## src/rtl/counter_pkg.sv

```systemverilog
// Shared types and constants for the modulo event counter.
package counter_pkg;

  typedef enum logic {
    MODE_WRAP = 1'b0,
    MODE_SAT  = 1'b1
  } mode_e;

  localparam logic DIR_UP   = 1'b1;
  localparam logic DIR_DOWN = 1'b0;

endpackage

```

## src/rtl/vin_edge_sync.sv

```systemverilog
// Synchronises the asynchronous vin into clk and flags each rising edge for one cycle.
module vin_edge_sync #(
  parameter int unsigned SYNC_STAGES = 2
) (
  input  logic clk,
  input  logic res,
  input  logic vin,
  output logic vin_rise
);

  logic [SYNC_STAGES-1:0] sync_q, sync_d;
  logic                   vin_d_q, vin_d_d;
  logic                   vin_s;

  always_comb begin
    sync_d  = {sync_q[SYNC_STAGES-2:0], vin};
    vin_s   = sync_q[SYNC_STAGES-1];
    vin_d_d = vin_s;
  end

  always_ff @(posedge clk) begin
    if (res) begin
      sync_q  <= '0;
      vin_d_q <= 1'b0;
    end else begin
      sync_q  <= sync_d;
      vin_d_q <= vin_d_d;
    end
  end

  // Decoded from flops only, so the consumer sees a clean one-cycle strobe.
  assign vin_rise = vin_s & ~vin_d_q;

endmodule

```

## src/rtl/mod_counter.sv

```systemverilog
// Up/down modulo counter with load, wrap/saturate, terminal-count pulse, sticky
// overflow, and a vin-edge-triggered vout flag, all on one clock.
module mod_counter
  import counter_pkg::*;
#(
  parameter int unsigned WIDTH       = 8,
  parameter int unsigned MAX_VAL     = (2 ** WIDTH) - 1,
  parameter mode_e       MODE        = MODE_WRAP,
  parameter int unsigned SYNC_STAGES = 2
) (
  input  logic             clk,
  input  logic             res,
  input  logic             en,
  input  logic             stop,
  input  logic             dir,
  input  logic             load,
  input  logic [WIDTH-1:0] load_val,
  input  logic             vin,
  output logic [WIDTH-1:0] dataout,
  output logic             tc,
  output logic             ovf,
  output logic             vout
);

  localparam logic [WIDTH-1:0] MAX_C = WIDTH'(MAX_VAL);

  logic [WIDTH-1:0] cnt_q, cnt_d;
  logic             tc_q, tc_d;
  logic             ovf_q, ovf_d;
  logic             vout_q, vout_d;
  logic             vin_rise;

  vin_edge_sync #(
    .SYNC_STAGES(SYNC_STAGES)
  ) u_vin_sync (
    .clk     (clk),
    .res     (res),
    .vin     (vin),
    .vin_rise(vin_rise)
  );

  // Next-state: load beats stop beats enable; terminal steps pulse tc and set ovf.
  always_comb begin
    cnt_d  = cnt_q;
    tc_d   = 1'b0;
    ovf_d  = ovf_q;
    vout_d = vout_q;

    if (load) begin
      cnt_d = (load_val > MAX_C) ? MAX_C : load_val;
    end else if (!stop && en) begin
      if (dir == DIR_UP) begin
        if (cnt_q == MAX_C) begin
          cnt_d = (MODE == MODE_WRAP) ? '0 : MAX_C;
          tc_d  = 1'b1;
          ovf_d = 1'b1;
        end else begin
          cnt_d = cnt_q + WIDTH'(1);
        end
      end else begin
        if (cnt_q == '0) begin
          cnt_d = (MODE == MODE_WRAP) ? MAX_C : '0;
          tc_d  = 1'b1;
          ovf_d = 1'b1;
        end else begin
          cnt_d = cnt_q - WIDTH'(1);
        end
      end
    end

    if (vin_rise) begin
      vout_d = ~stop;
    end
  end

  always_ff @(posedge clk) begin
    if (res) begin
      cnt_q  <= '0;
      tc_q   <= 1'b0;
      ovf_q  <= 1'b0;
      vout_q <= 1'b0;
    end else begin
      cnt_q  <= cnt_d;
      tc_q   <= tc_d;
      ovf_q  <= ovf_d;
      vout_q <= vout_d;
    end
  end

  assign dataout = cnt_q;
  assign tc      = tc_q;
  assign ovf     = ovf_q;
  assign vout    = vout_q;

endmodule

```

## config.mk

```make
export PLATFORM = sky130hd
export DESIGN_NAME = mod_counter
export DESIGN_NICKNAME = d
export VERILOG_FILES = /design/src/rtl/counter_pkg.sv /design/src/rtl/vin_edge_sync.sv /design/src/rtl/mod_counter.sv
export SDC_FILE = /design/constraint.sdc
export NUM_CORES = 1
export LEC_CHECK = 0
export ABC_AREA = 1
export CORE_UTILIZATION = 50
export CTS_BUF_LIST = sky130_fd_sc_hd__clkbuf_4 sky130_fd_sc_hd__clkbuf_8
export DETAILED_ROUTE_END_ITERATION = 10
export PLACE_DENSITY = 0.81
export SYNTH_ARGS = -nofsm -noshare
export SYNTH_HDL_FRONTEND = slang
export SYNTH_HIERARCHICAL = 1
export SYNTH_SLANG_ARGS = --single-unit
```

## constraint.sdc

```tcl
create_clock -name clk -period 1.7 [get_ports clk]
set_input_delay 0.425 -clock clk [delete_from_list [all_inputs] [get_ports clk]]
set_output_delay 0.425 -clock clk [all_outputs]
set_load 0.01 [all_outputs]
```

==> results of run 1 <==
logic make-up after synthesis:
| group | count (synthesis) | synth area share [%] |
|---|---|---|
| fa+ha+maj | 3 | 3.62 |
| xor+xnor | 3 | 2.53 |
| flops | 14 | 27.0 |
| compound gates | 27 | 14.2 |
| buf+inv | 25 | 11.9 |
| simple gates | 96 | 40.7 |
registers in the layout, indices dropped and copies added, names as in the netlist:
name and flops:
u_vin_sync/vin_d_q 1, ovf 1, tc 1, dataout 8, u_vin_sync/sync_q 2, vout 1
through the flow:
stage | setup WS, ns | util [%]
3_5_place_dp | 0.0129 | 69.5
5_1_grt | 0.0242 | 70.8
6_report | 0.0541 | 70.8
4_1_cts | 0.00897 | 70.6
3_3_place_gp | 0.0257 | 69.5
2_1_floorplan | 0.274 | -
power by group through the flow:
stage                     registers, mW  clock network, mW  logic [mW]
final                             0.365              0.188       0.363
after global routing              0.367              0.205       0.400
after floorplan                   0.385                  0       0.210
after global placement            0.371                  0       0.350
after detailed placement          0.372                  0       0.360
after CTS                         0.364              0.193       0.360
worst max-delay path by stage:
stage / start / end / slack [ns] / depth (start not counted)
2_1_floorplan: dataout[0] / dataout[6] / 0.27 / 8
3_3_place_gp: stop / dataout[3] / 0.03 / 9
3_5_place_dp: stop / dataout[5] / 0.01 / 9
4_1_cts: dataout[0] / dataout[0] / 0.009 / 1
5_1_grt: dataout[1] / dataout[1] / 0.02 / 1
6_report: dataout[1] / dataout[1] / 0.05 / 1
cells in the final DEF, fill, tap and decap left out:
cell type / count
nand2_1: 48
dfxtp_4: 1
inv_2: 3
a31oi_1: 1
xnor2_1: 2
nand4_1: 2
dlygate4sd2_1: 1
nand3_1: 13
clkdlybuf4s50_1: 24
clkbuf_4: 3
nand2_2: 1
dfxtp_1: 12
inv_1: 15
o21ai_0: 10
o211ai_1: 2
ha_1: 3
nor3b_1: 1
xor2_1: 1
nor2_4: 4
buf_4: 13
dfxtp_2: 1
nor2_1: 26
a21oi_2: 1
a21oi_1: 12
nand3b_1: 1
o21bai_1: 1
repair_timing:
| action | in CTS | in global routing |
|---|---|---|
| endpoints found under the setup margin | 2 | 2 |
| resized for setup | 2 | 2 |
| endpoints found under the hold margin | 0 | 0 |
routing by layer:
layer  up-vias  GRT usage [%]  wire (um)
met5         -              0          0
met4         0           8.33         36
met3         8           6.79        188
met2        50           45.2       1340
met1       558           32.1       1150
li1        604              -          -
final cells by class:
cell class,instances,area (um^2),share of cell area [%]
sequential,14,285,20.5
clock buffer,3,22.5,1.62
timing repair buffer,38,347,25.0
tap,27,33.8,2.43
multi-input combinational,129,633,45.6
inverter,18,67.6,4.86
==> results.sh, run 1 <==
export IMPL_worst_hold_slack_ns=0.420
export IMPL_yosysWarnings=6
export IMPL_cts_sinks=14
export IMPL_synth_edf_count=0
export IMPL_end_kind="output port"
export IMPL_drc=0
export IMPL_antenna_cells=0
export IMPL_placed_cell_area_um2=1360
export IMPL_crit_required_ns=1.27
export IMPL_relSlewSlack_pct=82.4
export IMPL_critical_path_buf_inv_count=1
export IMPL_max_freq_ghz=0.608
export IMPL_async_reset_ff_share_pct=0
export IMPL_numCtsBuffers=3
export IMPL_yosys_cell_count_top_type="nand2_1"
export IMPL_start_kind="flop"
export IMPL_p_leak_nw=0.630
export IMPL_pwr_share_comb_pct=39.6
export IMPL_finalHoldViolations=0
export IMPL_grt_ovfl_total=0
export IMPL_syn_inst=168
export IMPL_numPortBuffers=25
export IMPL_yosysSeqAreaShare_pct=27.0
export IMPL_synthDistinctLibCells=24
export IMPL_gp_congestion=0.979
export IMPL_drtAntennaViolNets=0
export IMPL_cp_slowest_cell="clkdlybuf4s50_1"
export IMPL_cpPeakStageDelay_ns=0.54
export IMPL_synth_area_leaders="dfxtp_1 27%, nand2_1 17%, nor2_1 9.4%"
export IMPL_cts_tree="yes"
export IMPL_fin_nets=222
export IMPL_firstDrtPassIters=4
export IMPL_switching_share_pct=34.7
export IMPL_fp_dieW_um=47.5
export IMPL_p_int_mw=0.598
export IMPL_clockRootBuffer="clkbuf_4"
export IMPL_hold_depth=2
export IMPL_synth_top_area_cell="dfxtp_1"
export IMPL_vias=1220
export IMPL_antenna_found_initial=0
export IMPL_grt_pass1_wl_um=4270
export IMPL_synth_fp_nets=186
export IMPL_routedWlPerCell_um=11.9
export IMPL_status="finished clean"
export IMPL_cts_hold_buffers=0
export IMPL_p_per_area_nw_per_um2=659
export IMPL_total_power_mw=0.915
export IMPL_drt_iter0_markers=36
export IMPL_drv_slew=0
export IMPL_syn2layout_area_growth_pct=33.9
export IMPL_path_cells="clkdlybuf4s50_1"
export IMPL_wirelength_um=2720
export IMPL_syn_area_um2=1040
export IMPL_fin_tns_setup_ns=0
export IMPL_post_cts_setup_buffers=0
export IMPL_p_sw_mw=0.318
export IMPL_seq_power_share_pct=39.8
export IMPL_io_pins=26
export IMPL_core_region_area_um2=1960
export IMPL_reg2reg_slack_ns=0.24
export IMPL_ir_worst_vdd_mv=0.546
export IMPL_reg2reg_depth=8
export IMPL_grt_max_degree=10
export IMPL_synth_common_cells="48 x nand2_1, 26 x nor2_1, 15 x inv_1, 14 x dfxtp_1, 13 x nand3_1"
export IMPL_htreeDepth=1
export IMPL_cts_buffer_depth=2
export IMPL_chipHeight_um=47.5
export IMPL_hpwl_um=2140
export IMPL_worstMarginPinSlew_ns=0.263
export IMPL_grt_use_total_pct=26.3
export IMPL_timing_final_crit_share_pct=96.8
export IMPL_worst_ep_arrival_time_ns=1.22
export IMPL_critPathMaxFanout=7
export IMPL_hold_end="u_vin_sync/sync_q[1]"
export IMPL_hold_start="u_vin_sync/sync_q[0]"
export IMPL_grt_pass1_vias=1054
export IMPL_synth_top_area_share_pct=27.0
export IMPL_drive_gt1_share_pct=13.4
export IMPL_start_util_pct=52.9
export IMPL_via_per_inst=5.33
export IMPL_crit_type="reg2out"
export IMPL_placedCellCount=226
export IMPL_drv_cap=0
export IMPL_hold_class="reg2reg"
export IMPL_n_fill_cell=184
export IMPL_r2r_start="dataout[0]"
export IMPL_layout_min_cycle_time_ns=1.65
export IMPL_avgSynthCellArea_um2=6.17
export IMPL_cp_top_family="buffers and inverters"
export IMPL_ys_flop_type="dfxtp_1"
export IMPL_pwr_share_clk_pct=20.5
export IMPL_r2r_end="dataout[6]"
export IMPL_design_area_um2=1390
export IMPL_clk_pin_slew_ns=0.08
export IMPL_dieArea_um2=2260
export IMPL_rsz0062_at_grt="no"
export IMPL_clk_latency_ns=0.28
export IMPL_setup_violations=0
export IMPL_layout_cells_non_filler=229
export IMPL_skew_ns=0.000467
export IMPL_placementRows=16
export IMPL_ys_ff_latch=14
Power figures use the tool's default switching activity.
==> run 2: changes to the inputs <==
CAP_MARGIN = 25   (was not set)
==> results of run 2 <==
Final layout, timing and power as in run 1 (identical DEF).
==> run 3: changes to the inputs <==
--- a/constraint.sdc
+++ b/constraint.sdc
@@ -3,2 +3,2 @@
 set_output_delay 0.425 -clock clk [all_outputs]
-set_load 0.01 [all_outputs]
+set_load 0.005 [all_outputs]
==> results.sh, run 3 (synthesized netlist as in run 1, its figures left out) <==
export IMPL_status="finished clean"
export IMPL_reg2reg_slack_ns=0.21
export IMPL_clockRootBuffer="clkbuf_4"
export IMPL_drv_cap=0
export IMPL_drc=0
export IMPL_cts_buffer_depth=2
export IMPL_setup_violations=0
export IMPL_seq_power_share_pct=37.9
export IMPL_chipHeight_um=47.5
export IMPL_rsz0062_at_grt="no"
export IMPL_grt_max_degree=10
export IMPL_relSlewSlack_pct=81.0
export IMPL_utilization_pct=71.6
export IMPL_fin_tns_setup_ns=0
export IMPL_gp_congestion=0.981
export IMPL_numPortBuffers=25
export IMPL_numCtsBuffers=3
export IMPL_cpPeakStageDelay_ns=0.51
export IMPL_skew_ns=0.000597
export IMPL_crit_type="reg2out"
export IMPL_crit_required_ns=1.27
export IMPL_pwr_share_comb_pct=36.6
export IMPL_r2r_start="dataout[2]"
export IMPL_cp_endpoint="dataout[1]"
export IMPL_critical_path_buf_inv_count=1
export IMPL_p_int_mw=0.648
export IMPL_p_per_area_nw_per_um2=691
export IMPL_grt_pass1_vias=1035
export IMPL_start_util_pct=52.9
export IMPL_p_sw_mw=0.323
export IMPL_reg2reg_depth=9
export IMPL_syn2layout_area_growth_pct=35.5
export IMPL_grt_pass1_wl_um=4260
export IMPL_fp_dieW_um=47.5
export IMPL_core_region_area_um2=1960
export IMPL_placementRows=16
export IMPL_worst_hold_slack_ns=0.409
export IMPL_drt_iter0_markers=37
export IMPL_grt_ovfl_total=0
export IMPL_routedWlPerCell_um=12.2
export IMPL_clk_latency_ns=0.28
export IMPL_cts_sinks=14
export IMPL_final_common_cell="nand2_1"
export IMPL_drive_gt1_share_pct=14.3
export IMPL_fin_ws_ns=0.0788
export IMPL_design_area_um2=1410
export IMPL_cp_top_family="buffers and inverters"
export IMPL_worstMarginPinSlew_ns=0.283
export IMPL_cp_slowest_cell="clkdlybuf4s50_1"
export IMPL_ir_worst_vdd_mv=0.774
export IMPL_drv_slew=0
export IMPL_r2r_end="dataout[3]"
export IMPL_largest_reg_flops=8
export IMPL_switching_share_pct=33.3
export IMPL_layout_common_cells="48 x nand2_1, 26 x nor2_1, 25 x clkdlybuf4s50_1"
export IMPL_drtAntennaViolNets=0
export IMPL_firstDrtPassIters=4
export IMPL_grt_use_total_pct=26.8
export IMPL_end_kind="output port"
export IMPL_timing_final_crit_share_pct=95.4
export IMPL_critPathMaxFanout=7
export IMPL_pwr_share_clk_pct=25.5
export IMPL_placed_cell_area_um2=1360
export IMPL_cts_tree="yes"
export IMPL_antenna_cells=0
export IMPL_antenna_found_initial=0
export IMPL_post_cts_setup_buffers=0
export IMPL_worstSetupPathDepth=1
export IMPL_worst_ep_arrival_time_ns=1.20
export IMPL_htreeDepth=1
export IMPL_start_kind="flop"
export IMPL_place_ws_ns=-0.0394
export IMPL_dieArea_um2=2260
export IMPL_fin_nets=222
export IMPL_layout_min_cycle_time_ns=1.62
export IMPL_clk_pin_slew_ns=0.09
export IMPL_hold_class="reg2reg"
export IMPL_io_pins=26
export IMPL_hpwl_um=2070
export IMPL_p_leak_nw=0.634
export IMPL_wirelength_um=2800
export IMPL_path_cells="clkdlybuf4s50_1"
export IMPL_startpoint="dataout[1]"
export IMPL_vias=1231
export IMPL_finalHoldViolations=0
export IMPL_via_per_inst=5.35
export IMPL_max_freq_ghz=0.617
==> run 3: through the flow <==
stage	instances	power, mW
after floorplan	168	0.587
after global placement	226	0.716
after detailed placement	226	0.722
after CTS	230	0.965
after global routing	230	1.03
final	230	0.971
==> run 3: layer usage <==
metal / part of all wire [%] / global-route usage (%) / wire length, um
met3: 6.5 / 6.79 / 181
met2: 51 / 46.8 / 1430
met1: 42 / 33.3 / 1190
met4: 0 / 5.56 / 0
met5: 0 / 0 / 0
==> run 3: area by class of cell <==
| type | count | area [um^2] |
|---|---|---|
| clock buffer | 4 | 36.3 |
| fill | 172 | 557 |
| inverter | 18 | 67.6 |
| multi-input combinational | 129 | 633 |
| sequential | 14 | 287 |
| tap | 27 | 33.8 |
| timing repair buffer | 38 | 348 |
==> run 3: power by group through the flow <==
| stage | Combinational, mW | Sequential, mW | Clock (mW) |
|---|---|---|---|
| finish | 0.355 | 0.368 | 0.247 |
| global route | 0.391 | 0.371 | 0.270 |
| CTS | 0.351 | 0.368 | 0.247 |
| detailed placement | 0.348 | 0.375 | 0 |
| global placement | 0.342 | 0.374 | 0 |
| floorplan | 0.210 | 0.377 | 0 |
==> run 3: tightest hold or removal path, delay by kind of cell (launching register included) <==
| family | cells | cell delay [ns] |
|---|---|---|
| simple gates | 1 | 0.03 |
| buf+inv | 1 | 0.04 |
| flops | 1 | 0.31 |
==> run 3: worst min path at each step <==
| stage | start | to | slack (ns) | depth (start not counted) |
|---|---|---|---|---|
| global route | u_vin_sync/sync_q[0] | u_vin_sync/sync_q[1] | 0.43 | 2 |
| floorplan | u_vin_sync/sync_q[0] | u_vin_sync/sync_q[1] | 0.39 | 2 |
| detailed placement | u_vin_sync/sync_q[0] | u_vin_sync/sync_q[1] | 0.39 | 2 |
| CTS | u_vin_sync/sync_q[0] | u_vin_sync/sync_q[1] | 0.41 | 2 |
| finish | u_vin_sync/sync_q[0] | u_vin_sync/sync_q[1] | 0.41 | 2 |
| global placement | u_vin_sync/sync_q[0] | u_vin_sync/sync_q[1] | 0.39 | 2 |
==> run 3: what timing repair did <==
item | in CTS | in global routing
pin swaps | 0 | 0
resized for setup | 1 | 3
hold buffers | 0 | 0
setup endpoints to repair | 1 | 3
